**config.mk**
```make
export PLATFORM = sky130hd
export DESIGN_NAME = d_mem_region_ctrl
export DESIGN_NICKNAME = d
export VERILOG_FILES = /design/src/rtl/d_mem_region_ctrl.sv
export SDC_FILE = /design/constraint.sdc
export NUM_CORES = 1
export LEC_CHECK = 0
export CORE_AREA = 8 8 156 158
export DETAILED_ROUTE_END_ITERATION = 8
export DIE_AREA = 0 0 164 166
export GPL_TIMING_DRIVEN = 0
export PLACE_DENSITY = 0.64
export SLEW_MARGIN = 20
export SYNTH_ARGS = -nofsm -noshare
export SYNTH_HDL_FRONTEND = slang
export SYNTH_SLANG_ARGS = --single-unit
```
**constraint.sdc**
```tcl
create_clock -name Clock -period 2.7 [get_ports Clock]
set_input_delay 0.54 -clock Clock [delete_from_list [all_inputs] [get_ports Clock]]
set_output_delay 0.54 -clock Clock [all_outputs]
set_load 0.05 [all_outputs]
```
**src/rtl/d_mem_region_ctrl.sv**
```systemverilog
// d_mem_region_ctrl: decodes one core data request per cycle into the
// CR, VGA or cache region. It stalls while the cache is busy or owes a
// read response, and returns one registered read response at Q105H.
module d_mem_region_ctrl #(
    parameter logic [31:0] CR_LO    = 32'h00FE_0000,
    parameter logic [31:0] CR_HI    = 32'h00FE_FFFF,
    parameter logic [31:0] VGA_LO   = 32'h00FF_0000,
    parameter logic [31:0] VGA_HI   = 32'h00FF_FFFF,
    parameter logic [31:0] CACHE_LO = 32'h0001_0000,
    parameter logic [31:0] CACHE_HI = 32'h00FD_FFFF
) (
    input  logic        Clock,
    input  logic        Rst,
    input  logic        ReqRdEnQ103H,
    input  logic        ReqWrEnQ103H,
    input  logic [31:0] ReqAddrQ103H,
    input  logic [31:0] ReqDataQ103H,
    input  logic [3:0]  ReqByteEnQ103H,
    output logic        DMemReady,
    output logic [31:0] DMemRdRspQ105H,
    output logic        DMemRdRspValidQ105H,
    output logic        DMemErr,
    output logic        CacheReqValid,
    output logic        CacheReqWr,
    output logic [31:0] CacheReqAddr,
    output logic [31:0] CacheReqData,
    output logic [3:0]  CacheReqByteEn,
    input  logic        CacheReady,
    input  logic        CacheRspValid,
    input  logic [31:0] CacheRspData,
    output logic        CrRdEn,
    output logic        CrWrEn,
    output logic [31:0] CrAddr,
    output logic [31:0] CrData,
    input  logic [31:0] CrRdData,
    output logic        VgaRdEn,
    output logic        VgaWrEn,
    output logic [31:0] VgaAddr,
    output logic [31:0] VgaData,
    output logic [3:0]  VgaByteEn,
    input  logic [31:0] VgaRdData
);

    typedef enum logic {ST_IDLE, ST_C_WAIT} state_t;
    typedef enum logic [1:0] {SEL_NONE, SEL_CR, SEL_VGA, SEL_ZERO} sel_t;

    state_t state, state_nxt;
    sel_t   sel_q104;

    logic hit_cr, hit_vga, hit_cache, unmapped;
    logic req, is_rd, is_wr, both, accept;

    // Region decode (CR > VGA > cache) and acceptance handshake.
    always_comb begin
        hit_cr    = (ReqAddrQ103H >= CR_LO) && (ReqAddrQ103H <= CR_HI);
        hit_vga   = !hit_cr && (ReqAddrQ103H >= VGA_LO) && (ReqAddrQ103H <= VGA_HI);
        hit_cache = !hit_cr && !hit_vga &&
                    (ReqAddrQ103H >= CACHE_LO) && (ReqAddrQ103H <= CACHE_HI);
        unmapped  = !hit_cr && !hit_vga && !hit_cache;
        req       = ReqRdEnQ103H | ReqWrEnQ103H;
        is_wr     = ReqWrEnQ103H;
        is_rd     = ReqRdEnQ103H & ~ReqWrEnQ103H;
        both      = ReqRdEnQ103H & ReqWrEnQ103H;
        DMemReady = (state == ST_IDLE) && !(req && hit_cache && !CacheReady);
        accept    = req && DMemReady && Rst;
    end

    // Region request ports: enables only on acceptance, payload passed through.
    always_comb begin
        CacheReqValid  = accept && hit_cache;
        CacheReqWr     = is_wr;
        CacheReqAddr   = ReqAddrQ103H;
        CacheReqData   = ReqDataQ103H;
        CacheReqByteEn = ReqByteEnQ103H;
        CrRdEn         = accept && hit_cr && is_rd;
        CrWrEn         = accept && hit_cr && is_wr;
        CrAddr         = ReqAddrQ103H;
        CrData         = ReqDataQ103H;
        VgaRdEn        = accept && hit_vga && is_rd;
        VgaWrEn        = accept && hit_vga && is_wr;
        VgaAddr        = ReqAddrQ103H;
        VgaData        = ReqDataQ103H;
        VgaByteEn      = ReqByteEnQ103H;
    end

    // Next-state logic: only an accepted cache read waits for a response.
    always_comb begin
        state_nxt = state;
        case (state)
            ST_IDLE:   if (accept && hit_cache && is_rd) state_nxt = ST_C_WAIT;
            ST_C_WAIT: if (CacheRspValid) state_nxt = ST_IDLE;
            default:   state_nxt = ST_IDLE;
        endcase
    end

    // State register.
    always_ff @(posedge Clock) begin
        if (!Rst) state <= ST_IDLE;
        else      state <= state_nxt;
    end

    // Q104H source select for fixed-latency reads (CR, VGA, unmapped zero).
    always_ff @(posedge Clock) begin
        if (!Rst)
            sel_q104 <= SEL_NONE;
        else if (accept && is_rd && hit_cr)
            sel_q104 <= SEL_CR;
        else if (accept && is_rd && hit_vga)
            sel_q104 <= SEL_VGA;
        else if (accept && is_rd && unmapped)
            sel_q104 <= SEL_ZERO;
        else
            sel_q104 <= SEL_NONE;
    end

    // Q105H response register; data holds between responses.
    always_ff @(posedge Clock) begin
        if (!Rst) begin
            DMemRdRspQ105H      <= '0;
            DMemRdRspValidQ105H <= 1'b0;
        end else begin
            DMemRdRspValidQ105H <= 1'b0;
            case (sel_q104)
                SEL_CR: begin
                    DMemRdRspQ105H      <= CrRdData;
                    DMemRdRspValidQ105H <= 1'b1;
                end
                SEL_VGA: begin
                    DMemRdRspQ105H      <= VgaRdData;
                    DMemRdRspValidQ105H <= 1'b1;
                end
                SEL_ZERO: begin
                    DMemRdRspQ105H      <= '0;
                    DMemRdRspValidQ105H <= 1'b1;
                end
                default: begin
                    if (state == ST_C_WAIT && CacheRspValid) begin
                        DMemRdRspQ105H      <= CacheRspData;
                        DMemRdRspValidQ105H <= 1'b1;
                    end
                end
            endcase
        end
    end

    // Sticky error: rd+wr collision, unmapped access, or stray cache response.
    always_ff @(posedge Clock) begin
        if (!Rst)
            DMemErr <= 1'b0;
        else if ((accept && (both || unmapped)) || (state == ST_IDLE && CacheRspValid))
            DMemErr <= 1'b1;
    end

endmodule

```
Word level (Yosys, flattened, before mapping)
Cells that the tools add are included.
{ "word_totals": {"register_bits": 37, "inputBits": 170, "output_inout_bits": 241, "word_cells": 68} }
{ "op_classes": {"order_cmp": 6, "eq_ne": 3, "n_mux": 10, "bitwise": 6, "n_reduce_logical": 37} }
{ "ops": {"columns": ["op", "count"], "rows": [
  ["32-bit by 24-bit <= comparator with 1-bit output, second input constant", 3],
  ["32-bit case mux with 3 select lines", 1],
  ["32-bit by 24-bit greater-or-equal comparator with 1-bit output, second input constant", 2],
  ["32-bit by 17-bit greater-or-equal comparator with 1-bit output, second input constant", 1],
  ["32-bit 2-to-1 mux", 1],
  ["1-bit logical AND", 27],
  ["1-bit logical NOT", 5],
  ["1-bit 2-to-1 mux", 5],
  ["2-bit == test, second input constant", 2],
  ["2-bit 2-to-1 mux", 2],
  ["4-bit nonzero test", 1],
  ["1-bit NOT", 3],
  ["3-bit OR reduction", 1],
  ["1-bit bitwise AND", 2],
  ["2-bit by 1-bit == test with 1-bit output, second input constant", 1],
  ["1-bit logical OR", 2],
  ["1-bit case mux with 2 select lines", 1],
  ["2-bit OR reduction", 1],
  ["1-bit OR", 1]
]} }

Longest topological paths before layout
{ "logic_depth": {"word_depth": 20, "depth_mapped": 6, "depth_no_buf": 4} }

Worst setup path before layout
Ideal clock, no wire load.
{ "synth_path": {"kind": "in2out", "start": "input ReqAddrQ103H[18]", "end": "output DMemReady", "t_arrival_ps": 2263, "t_required_ps": 2160, "path_slack_ps": -103, "cell_stages": 4, "path_buffers": 0, "cell_sequence": "or4_1 -> o211a_1 -> nor3b_2 -> a21oi_1"} }
{ "synth_between": {"elab_chain_cells": 13, "elab_cells_between_ends": 18, "cone_classes": "order compare (6); reduce/logical (12)"} }
{ "synth_lines": {"columns": ["element", "line", "rtl"], "rows": [
  ["from (decl)", "16", "input logic [31:0] ReqAddrQ103H,"],
  ["32-bit by 24-bit greater-or-equal comparator with 1-bit output / 32-bit by 24-bit <= comparator with 1-bit output (equally long branches)", "55", "hit_cr = (ReqAddrQ103H >= CR_LO) && (ReqAddrQ103H <= CR_HI);"],
  ["1-bit logical AND", "55", null],
  ["1-bit logical NOT", "56, 57", null],
  ["1-bit logical AND (2 in series)", "56", "hit_vga = !hit_cr && (ReqAddrQ103H >= VGA_LO) && (ReqAddrQ103H <= VGA_HI);"],
  ["1-bit logical NOT", "57", "hit_cache = !hit_cr && !hit_vga &&"],
  ["1-bit logical AND (2 in series)", "57", null],
  ["1-bit logical AND (*)", "58", "(ReqAddrQ103H >= CACHE_LO) && (ReqAddrQ103H <= CACHE_HI);"],
  ["1-bit logical AND (*) (2 in series)", "64", "DMemReady = (state == ST_IDLE) && !(req && hit_cache && !CacheReady);"],
  ["1-bit logical NOT (*)", "64", null],
  ["1-bit logical AND (*)", "64", null],
  ["to (decl)", "19", "output logic DMemReady,"]
]} }
Every way passes the cells marked *; elsewhere a longest branch is shown, timed or not.

Final worst setup path
{ "layout_path": {"start": "input ReqWrEnQ103H", "end": "output CacheReqWr"} }
{ "layout_lines": {"columns": ["element", "line", "rtl"], "rows": [
  ["from (decl)", "15", "input logic ReqWrEnQ103H,"],
  ["to (decl)", "24", "output logic CacheReqWr,"]
]} }
No word-level cell between the ends.

==> metrics.md <==
| Metric | Value |
|---|---|
| Outcome | finished clean |
| Peak VDD IR | 0.000211 V |
| Worst Max-Slew Pin Slew | 580 ps |
| Yosys warns | 0 |
| First DRT Iteration DRCs | 154 |
| Gpl congestion | 0.747 |
| Slew headroom | 61.2% |
| Largest net degree at the start of global routing | 14 |
| Setup Crit Path Kind | in -> out |
| Setup ws final | 86.0 ps |
| Starting Density | 16.0% |
| Worst endpoint data arrival time | 2070 ps |
| Synth Flop Type | dfxtp_1 |
| Power Density | 391 nW/um^2 |
| Design area | 7680 sq um |
| Worst r2r path cells | 6 |
| Data required, critical path | 2160 ps |
| I/O Buffers | 358 |
| Antenna fix cells | 0 |
| Via density | 3.66 |
| Area after DPL | 7490 sq um |
| Clock root buffer master | clkbuf_16 |
| Area added between synthesis and finish | 117% |
| Leak | 3.23 nW |
| Setup Skew | 3.11 ps |
| Crit. End Element | primary output |
| Overall die area | 27200 sq um |
| R2R Path Start | sel_q104[1]$_SDFF_PP0_ |
| Place WS | -904 ps |
| Yosys cell types | 31 |
| F_max | 383 MHz |
| Hold Path Depth | 2 |
| Sequential share of the synthesized area | 20.9% |
| RSZ-0062 raised after global routing | false |
| CTS max path bufs | 2 |
| Internal reg-to-reg setup slack | 640 ps |
| DP HPWL | 15600 microns |
| Initial antenna violation count | 0 |
| Clock Sinks | 37 |
| Synth Register Bits | 37 |
| Routed WL per cell | 15.8 microns |
| Crit path max fanout | 6 |
| # H-tree levels | 2 |
| TritonCTS Buffers | 5 |
| Antenna-violating nets left | 0 |
| Worst R2R End | DMemRdRspQ105H[23]$_SDFFE_PN0P_ |
| CP Launch Type | input pin |
| Syn Area/Cell | 7.76 sq um |
| Global-route wire length before repair | 25800 microns |
| Ports | 411 |
| TritonCTS clock tree | built |
| Fin. Hold Viols | 0 |
| Hold EP | DMemRdRspQ105H[21]$_SDFFE_PN0P_ |
| Number of synthesized flops with an enable pin | 0 |
| DRC | 0 |
| Global Route Usage Sum | 12.1% |
| Detailed Routing Iterations Pass 1 | 4 |
| HP Class | reg -> reg |
| Area of the mapped netlist | 3540 sq um |
| Ratio of cells with drive above 1 in the final layout | 28.4% |
| Min-delay src | DMemRdRspQ105H[21]$_SDFFE_PN0P_ |
| Layout net count | 996 |
| Fin. max-slew vios | 0 |
| Die width | 164 microns |
| CTS clk-pin slew, worst paths | 60 ps |
| Final setup vio count | 0 |
| Fin crit period | 2610 ps |
| Cts hold-fix bufs | 0 |
| Async SR Flop Fraction | 0% |
| Total congestion overflow | 0 |
| Clock Latency Late Sink | 280 ps |
| Syn nets | 627 |
| Max Cap Violations | 0 |
| Period utilisation layout | 96.8% |
| Mapped Cells | 457 |
| Core Area | 22100 sq um |
| Vias in the first global route | 4386 |
| Die span in y | 166 microns |
| Vias | 4067 |
| Num rows | 55 |
| WL final | 17600 microns |
where the power goes:
part	switching, mW	leakage (nW)	internal, mW
registers	0.0202	0.305	0.587
logic	0.999	2.84	0.712
clock network	0.246	0.0800	0.437
how the worst max path moves through the flow:
stage / start / endpoint / slack [ps] / cells after the start
CTS: ReqAddrQ103H[27] / CacheReqValid / 30 / 6
global placement: ReqAddrQ103H[27] / CacheReqValid / -890 / 6
detailed placement: ReqAddrQ103H[27] / CacheReqValid / -900 / 6
floorplan: ReqAddrQ103H[18] / DMemReady / 200 / 4
finish: ReqWrEnQ103H / CacheReqWr / 90 / 3
global route: ReqAddrQ103H[19] / DMemReady / 20 / 6
through the flow:
step	hold WS [ps]	setup TNS, ps	std cells	utilization [%]	total power, mW
after detailed placement	491	-3960	1100	33.9	2.35
after floorplan	524	0	457	-	1.71
after global routing	524	0	1112	34.8	3.13
after CTS	499	0	1111	34.7	3.04
after global placement	484	-3920	1100	33.9	2.34
final	497	0	1112	34.8	3.00
registers in the layout, indices dropped and copies added (netlist names):
name,cells
DMemRdRspValidQ105H,1
DMemErr,1
DMemRdRspQ105H,32
sel_q104,2
state,1
metal layers:
layer / part of all wire [%] / GRT usage (%)
met5: 0 / 0
met4: 0.48 / 1.30
met3: 13 / 6.27
met1: 35 / 11.9
met2: 52 / 22.8
cell type report:
type / instances / area, sq um
Fill cell: 2304 / 14400
Timing Repair Buffer: 362 / 3580
Buffer: 223 / 1600
Multi-Input combinational cell: 194 / 1220
Sequential cell: 37 / 741
Tap cell: 285 / 357
Clock buffer: 5 / 125
Clock inverter: 3 / 46.3
Inverter: 3 / 11.3
kinds of logic (layout without fill, tap and decap cells):
group / Yosys count / after routing / share of synthesized area (%)
buffers and inverters: 226 / 596 / 45.6
multiplexers: 32 / 32 / 9.04
flip-flops: 37 / 37 / 20.9
AND/OR/NAND/NOR: 89 / 89 / 11.5
AO/OA/AOI/OAI: 73 / 73 / 13.0
synth_stat cells (6+ instances only):
master	count	share of area [%]
buf_2	6	0.85
dfxtp_1	37	21
clkbuf_1	13	1.4
a21oi_1	37	5.2
nor2_1	69	7.3
buf_4	201	43
mux2i_1	32	9.0
a211oi_1	32	6.8
cells in the final DEF (no fill, tap or decap), drive strengths merged, types with 2 or more instances in the layout:
| cell | netlist | final |
|---|---|---|
| a211oi | 32 | 32 |
| a21oi | 37 | 37 |
| buf | 209 | 219 |
| clkbuf | 13 | 20 |
| clkdlybuf4s50 | 0 | 336 |
| dfxtp | 37 | 37 |
| dlygate4sd2 | 0 | 12 |
| dlymetal6s2s | 0 | 2 |
| inv | 3 | 3 |
| mux2i | 32 | 32 |
| nand3b | 2 | 2 |
| nand4 | 2 | 2 |
| nor2 | 71 | 71 |
| nor4 | 2 | 2 |
| or4 | 2 | 2 |
worst max-delay path, cell delays in order:
cell	delay (ps)
clkdlybuf4s50_1	580
buf_4	140
clkdlybuf4s50_1	800
repair_timing:
item	4_1_cts	5_1_grt
resized for setup	50	8
buffers inserted	3	1
cloned	0	0
setup endpoints to repair	6	2
pin swaps	3	3
Power figures use the tool's default switching activity.
